===== config.mk =====
export PLATFORM = sky130hd
export DESIGN_NAME = tfm_cplx_pipe
export DESIGN_NICKNAME = d
export VERILOG_FILES = /design/src/rtl/tfm_pkg.sv /design/src/rtl/tfm_rnd_sat.sv /design/src/rtl/tfm_cplx_pipe.sv
export SDC_FILE = /design/constraint.sdc
export NUM_CORES = 2
export LEC_CHECK = 0
export ABC_AREA = 1
export CAP_MARGIN = 15
export CORE_ASPECT_RATIO = 0.9
export CORE_MARGIN = 4
export CORE_UTILIZATION = 56
export CTS_BUF_LIST = sky130_fd_sc_hd__clkbuf_16
export DETAILED_ROUTE_END_ITERATION = 7
export PLACE_DENSITY_LB_ADDON = 0.2
export SYNTH_ARGS = -nofsm -noshare
export SYNTH_HDL_FRONTEND = slang
export SYNTH_SLANG_ARGS = --single-unit

===== constraint.sdc =====
create_clock -name clk -period 15.1 [get_ports clk]
set_input_delay 3.775 -clock clk [delete_from_list [all_inputs] [get_ports clk]]
set_output_delay 3.775 -clock clk [all_outputs]
set_load 0.02 [all_outputs]

===== src/rtl/tfm_pkg.sv =====
// Shared types and helpers for the twiddle-factor complex multiplier.
//   tfm_mode_e : per-sample twiddle mode (forward / inverse conjugate)
//   rnd_sat()  : round-half-up by frac_bits, then clamp to a data_width signed word
package tfm_pkg;

  typedef enum logic {
    TFM_FWD = 1'b0,
    TFM_INV = 1'b1
  } tfm_mode_e;

  // Largest supported data word; products are twice that, sums one bit more.
  localparam int unsigned DataWidthMax  = 31;
  localparam int unsigned ProdWidthMax  = 2 * DataWidthMax;
  // Working width of rnd_sat: holds any sum plus rounding carry without wrap.
  localparam int unsigned RsWidth       = ProdWidthMax + 2;

  typedef struct packed {
    logic [RsWidth-1:0] word;
    logic               ovf;
  } rnd_sat_t;

  function automatic rnd_sat_t rnd_sat(input logic signed [RsWidth-1:0] value,
                                       input int unsigned               frac_bits,
                                       input int unsigned               data_width);
    logic signed [RsWidth-1:0] half;
    logic signed [RsWidth-1:0] rounded;
    logic signed [RsWidth-1:0] max_v;
    logic signed [RsWidth-1:0] min_v;
    rnd_sat_t                  res;
    half    = RsWidth'(1) <<< (frac_bits - 1);
    rounded = (value + half) >>> frac_bits;
    max_v   = (RsWidth'(1) <<< (data_width - 1)) - RsWidth'(1);
    min_v   = -max_v - RsWidth'(1);
    if (rounded > max_v) begin
      res.word = max_v;
      res.ovf  = 1'b1;
    end else if (rounded < min_v) begin
      res.word = min_v;
      res.ovf  = 1'b1;
    end else begin
      res.word = rounded;
      res.ovf  = 1'b0;
    end
    return res;
  endfunction

endpackage


===== src/rtl/tfm_rnd_sat.sv =====
// Combinational round-and-saturate of one complex component.
//   sum_i : full-precision signed sum (2*DATA_WIDTH+1 bits)
//   res_o : rounded, clamped DATA_WIDTH-bit word
//   sat_o : high when the clamp was applied
module tfm_rnd_sat
  import tfm_pkg::*;
#(
  parameter int unsigned DATA_WIDTH = 16,
  parameter int unsigned FRAC_BITS  = 15
) (
  input  logic signed [2*DATA_WIDTH:0]   sum_i,
  output logic signed [DATA_WIDTH-1:0]   res_o,
  output logic                           sat_o
);

  logic signed [RsWidth-1:0] sum_ext;
  rnd_sat_t                  rs;
  logic                      unused_hi;

  always_comb begin
    sum_ext = RsWidth'(sum_i);
    rs      = rnd_sat(sum_ext, FRAC_BITS, DATA_WIDTH);
    res_o   = rs.word[DATA_WIDTH-1:0];
    sat_o   = rs.ovf;
  end

  // Upper bits are a sign copy after clamping.
  assign unused_hi = ^rs.word[RsWidth-1:DATA_WIDTH];

endmodule


===== src/rtl/tfm_cplx_pipe.sv =====
// Three-stage pipelined twiddle multiplier with valid/ready and global stall.
//   clk, rst (sync, active-low)
//   in_val/in_rdy, inv, cos_theta, sin_theta, data_re, data_im, tag_in : input sample
//   out_val/out_rdy, out_re, out_im, tag_out                           : result
//   ovf (sticky saturation flag), ovf_clr (synchronous clear, loses to a new set)
module tfm_cplx_pipe
  import tfm_pkg::*;
#(
  parameter int unsigned DATA_WIDTH = 16,
  parameter int unsigned FRAC_BITS  = 15,
  parameter int unsigned TAG_WIDTH  = 8
) (
  input  logic                         clk,
  input  logic                         rst,
  input  logic                         in_val,
  output logic                         in_rdy,
  input  logic                         inv,
  input  logic signed [DATA_WIDTH-1:0] cos_theta,
  input  logic signed [DATA_WIDTH-1:0] sin_theta,
  input  logic signed [DATA_WIDTH-1:0] data_re,
  input  logic signed [DATA_WIDTH-1:0] data_im,
  input  logic        [TAG_WIDTH-1:0]  tag_in,
  output logic                         out_val,
  input  logic                         out_rdy,
  output logic signed [DATA_WIDTH-1:0] out_re,
  output logic signed [DATA_WIDTH-1:0] out_im,
  output logic        [TAG_WIDTH-1:0]  tag_out,
  output logic                         ovf,
  input  logic                         ovf_clr
);

  localparam int unsigned PW = 2 * DATA_WIDTH;
  localparam int unsigned SW = PW + 1;

  logic ce;
  logic v1_q, v2_q, v3_q;

  // Stage 1
  logic signed [PW-1:0]   p_ac_q, p_bs_q, p_bc_q, p_as_q;
  tfm_mode_e              mode_q;
  logic [TAG_WIDTH-1:0]   tag1_q;
  // Stage 2
  logic signed [SW-1:0]   re_sum_d, im_sum_d, re_sum_q, im_sum_q;
  logic [TAG_WIDTH-1:0]   tag2_q;
  // Stage 3
  logic signed [DATA_WIDTH-1:0] re_rs, im_rs, out_re_q, out_im_q;
  logic                         sat_re, sat_im;
  logic [TAG_WIDTH-1:0]         tag3_q;
  logic                         ovf_q;

  // A stalled, unconsumed output freezes the whole pipe; ready is combinational.
  assign ce     = ~v3_q | out_rdy;
  assign in_rdy = ce;

  always_ff @(posedge clk) begin
    if (!rst) begin
      v1_q <= 1'b0;
      v2_q <= 1'b0;
      v3_q <= 1'b0;
    end else if (ce) begin
      v1_q <= in_val;
      v2_q <= v1_q;
      v3_q <= v2_q;
    end
  end

  always_ff @(posedge clk) begin
    if (rst && ce && in_val) begin
      p_ac_q <= data_re * cos_theta;
      p_bs_q <= data_im * sin_theta;
      p_bc_q <= data_im * cos_theta;
      p_as_q <= data_re * sin_theta;
      mode_q <= tfm_mode_e'(inv);
      tag1_q <= tag_in;
    end
  end

  always_comb begin
    if (mode_q == TFM_INV) begin
      re_sum_d = SW'(p_ac_q) - SW'(p_bs_q);
      im_sum_d = SW'(p_bc_q) + SW'(p_as_q);
    end else begin
      re_sum_d = SW'(p_ac_q) + SW'(p_bs_q);
      im_sum_d = SW'(p_bc_q) - SW'(p_as_q);
    end
  end

  always_ff @(posedge clk) begin
    if (rst && ce && v1_q) begin
      re_sum_q <= re_sum_d;
      im_sum_q <= im_sum_d;
      tag2_q   <= tag1_q;
    end
  end

  tfm_rnd_sat #(
    .DATA_WIDTH (DATA_WIDTH),
    .FRAC_BITS  (FRAC_BITS)
  ) u_rs_re (
    .sum_i (re_sum_q),
    .res_o (re_rs),
    .sat_o (sat_re)
  );

  tfm_rnd_sat #(
    .DATA_WIDTH (DATA_WIDTH),
    .FRAC_BITS  (FRAC_BITS)
  ) u_rs_im (
    .sum_i (im_sum_q),
    .res_o (im_rs),
    .sat_o (sat_im)
  );

  always_ff @(posedge clk) begin
    if (!rst) begin
      out_re_q <= '0;
      out_im_q <= '0;
      tag3_q   <= '0;
    end else if (ce && v2_q) begin
      out_re_q <= re_rs;
      out_im_q <= im_rs;
      tag3_q   <= tag2_q;
    end
  end

  // Set takes priority over clear.
  always_ff @(posedge clk) begin
    if (!rst) begin
      ovf_q <= 1'b0;
    end else if (ce && v2_q && (sat_re || sat_im)) begin
      ovf_q <= 1'b1;
    end else if (ovf_clr) begin
      ovf_q <= 1'b0;
    end
  end

  assign out_val = v3_q;
  assign out_re  = out_re_q;
  assign out_im  = out_im_q;
  assign tag_out = tag3_q;
  assign ovf     = ovf_q;

endmodule


# Word level (Yosys, flattened, before mapping)
# Cells that the tools add are included.
# totals
regBits,255
inputBits,78
out_inout_bits,43
# classes
addsub,6
multipliers,4
magnitude_cmp,4
muxes,8
bitwise_logic,2
n_reduce_logical,7
# ops
cell,count
16-bit by 16-bit multiplier with 32-bit output,4
33-bit by 16-bit adder with 34-bit output (second input constant),2
17-bit 2-to-1 mux,4
32-bit by 32-bit adder with 33-bit output,2
33-bit 2-to-1 mux,2
32-bit by 32-bit subtractor with 33-bit output,2
19-bit by 16-bit greater-than comparator with 1-bit output (second input constant),2
19-bit by 16-bit less-than comparator with 1-bit output (second input constant),2
1-bit logical AND,5
1-bit 2-to-1 mux,2
2-bit nonzero test,1
1-bit logical OR,1
1-bit NOT,1
1-bit OR,1

# Depth between registers and ports, before layout
# depth
depth_word,7
depth_mapped,25
mapped_depth_nobuf,24

# By module
# A second synthesis with hierarchy kept.
# unflattened
cells_unflattened,7226
hier_area_um2,57107.3
# modules_own_cells
module,n_inst,cells_per_inst,area_per_inst_um2
tfm_cplx_pipe,1,6972,55703.4
tfm_rnd_sat,2,127,701.9

# Worst setup path after synthesis
# No wires, ideal clock.
# synth_path
kind,input port to flip-flop
startpoint,input port out_rdy
endpoint,"register mode_q, enable pin"
setup_ns,0.635
t_arrival_ns,9.832
path_slack_ns,4.633
path_stages,4
path_buffers,0
path_cell_list,nor2_1 inv_1 nand2_1 nor2_1
# synth_via
elab_chain_cells,3
# synth_lines
element,line_no,text
"start, declared",tfm_cplx_pipe.sv:24,"input logic out_rdy,"
1-bit OR,tfm_cplx_pipe.sv:52,assign ce = ~v3_q | out_rdy;
named net in_rdy,tfm_cplx_pipe.sv:16,"output logic in_rdy,"
1-bit logical AND (2 in series),tfm_cplx_pipe.sv:68,if (rst && ce && in_val) begin
"end signal, assigned",tfm_cplx_pipe.sv:73,mode_q <= tfm_mode_e'(inv);
"end, declared",tfm_cplx_pipe.sv:40,tfm_mode_e mode_q;
# The timed path passes the listed nets, and every way through them passes these cells.
# A chain may end at the register's enable or synchronous reset.

# Worst setup path after layout
# layout_path
startpoint,input port cos_theta[15]
endpoint,"register p_ac_q[31], data pin"
# layout_via
elab_chain_cells,1
# layout_lines
element,line_no,text
"start, declared",tfm_cplx_pipe.sv:18,"input logic signed [DATA_WIDTH-1:0] cos_theta,"
16-bit by 16-bit multiplier with 32-bit output,tfm_cplx_pipe.sv:69,p_ac_q <= data_re * cos_theta;
"end signal, assigned",tfm_cplx_pipe.sv:69,
"end, declared",tfm_cplx_pipe.sv:39,"logic signed [PW-1:0] p_ac_q, p_bs_q, p_bc_q, p_as_q;"
# No other way between the ends.

==> impl_metrics.csv <==
group,metric,value,unit
floorplan,coreArea,95320,um2
setup_path,r2r_start,"p_bs_q[0]$_DFFE_PP_",
setup_path,cpMaxStageDelayCell,"clkinv_1",
synth,synth_warnings,0,
drt,wl_per_cell,18.72,um
clock_tree,htreeDepth,1,
timing,final_max_slew_viol_count,0,
timing,skew,0.02351,ns
timing,relSlewSlack,25.61,%
grt,grt_pass1_wl,242900,um
run,maxCapViolations,0,
timing,timing.hold.ws,0.4113,ns
setup_path,startpoint_type,"input pin",
floorplan,row_count,107,
min_path,holdPathEnd,"tag2_q[6]$_DFFE_PP_",
layout,area_growth,6.373,%
synth,synthCells,6732,
timing,period_share,66.42,%
grt,grt_overflow,0,
clock_tree,clockBufferDepth,3,
layout,drive_gt1_share,2.586,%
floorplan,start_util,56.78,%
drt,avgViaCountPerCell,5.306,
synth,synth_edf_count,183,
timing,tns,0,ns
synth,syn-num-nets,8252,
synth,synth_flop_cell,"edfxtp_1",
setup_path,cp-end-kind,"flip-flop",
timing,hold_viol_final,0,
floorplan,io_pins,121,
clock_tree,clk_latency,0.61,ns
min_path,holdPathStages,0,
clock_tree,cts_buffers,29,
clock_tree,cts_tree,"built",
drt,drt_iter0_drc,3759,
setup_path,r2r-end,"re_sum_q[31]$_DFFE_PP_",
min_path,worstHoldStart,"tag1_q[6]$_DFFE_PP_",
synth,avgSynthCellArea,8.040,um2
placement,hpwlAfterDp,119700,um
setup_path,slowest_delay,0.90,ns
timing,min_period,10.03,ns
setup_path,crit_family,"adder cells",
timing,rsz0062_at_grt,"no",
floorplan,die_w,335.7,um
placement,placed_area,56610,um2
timing,worst_slew_pin_slew,1.109,ns
drt,routed-via-count,42570,
setup_path,crit_path_cell_trace,"clkdlybuf4s50_1 > clkinv_1 > or2_2 > fa_1 > fa_1 > fa_1 > fa_1 > fa_1 > fa_1 > inv_1 > ha_1 > nand2_1 > nor4_1 > nand4_1 > nand3_1 > a21oi_1 > xor2_1",
drt,dr.pass1.iters,6,
layout,layout.nets,8263,
setup_path,cpMostUsedCell,"fa_1",
setup_path,required,15.43,ns
timing,max_clock_freq,99.70,MHz
placement,place_congestion,0.9535,
clock_tree,cts-resized-gates,0,
synth,synth-async-reset-ratio,0,%
setup_path,r2r.worst_path.cells,19,
grt,antenna_found_initial,7,
placement,portBuffers,120,
grt,grt_pass1_vias,44270,
timing,setup_violations,0,
setup_path,path_class,"input pin to flip-flop",
run_status,run_status,"finished, final reports clean",
clock_tree,hold_buffers,0,
drt,drc,0,
synth,ys_types,54,
setup_path,crit_fanout,28,
floorplan,die_h,302.9,um
setup_path,rrSetupSlack,11.11,ns
synth,synth.cell_area,54130,um2
floorplan,die_area,101700,um2
synth,ys_seq_area_share,11.78,%
setup_path,critPathBufInv,3,
clock_tree,post_cts_buffers,0,
drt,ant_nets,0,
drt,routed_wl,150200,um
grt,grt_util_all_layers,30.74,%
clock_tree,clock_sinks,227,
clock_tree,clkTransAtPathRegs,0.06,ns
synth,ys_ff_latch,227,
layout,final_util,60.40,%
min_path,min_path_type,"flip-flop to flip-flop",
clock_tree,cts-root-buf,"clkbuf_16",
grt,grt_max_degree,65,
layout,final_area,57580,um2
setup_path,crit_start,"cos_theta[15]",
setup_path,cp.arrival,10.36,ns
-- flip-flops by register name, summed over array words and instances, names as in the netlist --
signal,flops
tag_out,8
re_sum_q,19
ovf,1
p_bs_q,32
p_as_q,32
out_im,16
tag2_q,8
v2_q,1
out_val,1
out_re,16
im_sum_q,19
tag1_q,8
mode_q,1
v1_q,1
p_ac_q,32
p_bc_q,32
-- cell usage after synthesis, drive strengths merged (7+ instances only) --
| library cell | n | area [um2] |
|---|---|---|
| o21bai | 29 | 221.5 |
| fa | 1048 | 20980 |
| dfxtp | 44 | 880.8 |
| nand3 | 137 | 685.7 |
| o21ai | 166 | 842.1 |
| edfxtp | 183 | 5495 |
| nor2 | 396 | 1546 |
| or2 | 14 | 87.58 |
| nor3 | 61 | 320.3 |
| o211ai | 7 | 52.55 |
| a21boi | 11 | 97.59 |
| nand4 | 30 | 187.7 |
| nor4 | 16 | 100.1 |
| a31oi | 26 | 162.7 |
| a21o | 31 | 232.7 |
| xor2 | 156 | 1366 |
| a21oi | 212 | 1076 |
| ha | 394 | 4930 |
| xnor2 | 95 | 832.1 |
| clkbuf | 203 | 762.0 |
| inv | 1923 | 7221 |
| nand2 | 1504 | 5665 |
-- worst max-delay path by stage --
stage	to	slack [ns]	cells past startpoint
2_1_floorplan	mode_q$_DFFE_PP_	4.63	4
3_3_place_gp	p_ac_q[31]$_DFFE_PP_	4.71	17
3_5_place_dp	p_ac_q[31]$_DFFE_PP_	4.52	17
4_1_cts	p_ac_q[31]$_DFFE_PP_	5.13	17
5_1_grt	p_ac_q[31]$_DFFE_PP_	4.74	17
6_report	p_ac_q[31]$_DFFE_PP_	5.07	17
-- stage by stage --
stage / instances / setup slack (ns)
floorplan: 6732 / 4.633
global placement: 7965 / 4.707
detailed placement: 7965 / 4.515
CTS: 8019 / 5.135
global route: 8020 / 4.741
finish: 8022 / 5.070
-- cell type report --
| class | instances | area [um2] |
|---|---|---|
| antenna | 3 | 7.507 |
| sequential | 227 | 6376 |
| inverter | 1926 | 7232 |
| tap | 1253 | 1568 |
| timing repair buffer | 188 | 1712 |
| multi-input combinational | 4371 | 39720 |
| clock buffer | 29 | 725.7 |
| fill | 8789 | 37750 |
| clock inverter | 25 | 230.2 |
-- layer usage --
layer,vias to the layer above,share of wire (%),GRT usage (%)
met3,216,10,6.291
met2,1769,45,48.46
met5,-,0.027,0
met1,20910,43,44.34
li1,19670,-,-
met4,6,2.3,6.770
-- worst register-to-register path, stage by stage, from the launching register on --
cell      delay (ns)
edfxtp_1        0.42
inv_1           0.08
ha_1            0.23
nand4_1         0.20
inv_1           0.15
nand3_1         0.12
nor2_2          0.17
inv_1           0.08
o21ai_1         0.18
o21ai_0         0.14
xnor2_1         0.25
ha_1            0.36
a21oi_1         0.34
o21ai_0         0.19
a21oi_1         0.30
nor2_1          0.08
nor4_1          0.24
nand2_1         0.09
nand2_1         0.07
nand2_1         0.07
-- kinds of logic (layout without fill, tap and decap cells) --
family	count (synthesis)	count (layout)	synth area share, %
simple gates	2168	2168	16.02
buf+inv	2134	2168	14.85
fa+ha+maj	1442	1442	47.87
compound gates	510	510	5.412
xor+xnor	251	251	4.062
flops	227	227	11.78
other cells	0	3	0
-- cells in the final DEF, fill, tap and decap left out, types with 44 or more instances in the layout --
cell,n
fa_1,1048
clkdlybuf4s50_1,120
nand3_1,137
buf_4,68
xnor2_1,95
a21oi_1,208
ha_1,394
o21ai_0,145
nand2_1,1498
nor2_1,380
dfxtp_1,44
nor3_1,58
edfxtp_1,183
xor2_1,156
inv_1,1922
Power is left out: the tool's default activity adds up to more than one toggle a clock period on the data nets, which glitch-free logic cannot reach.
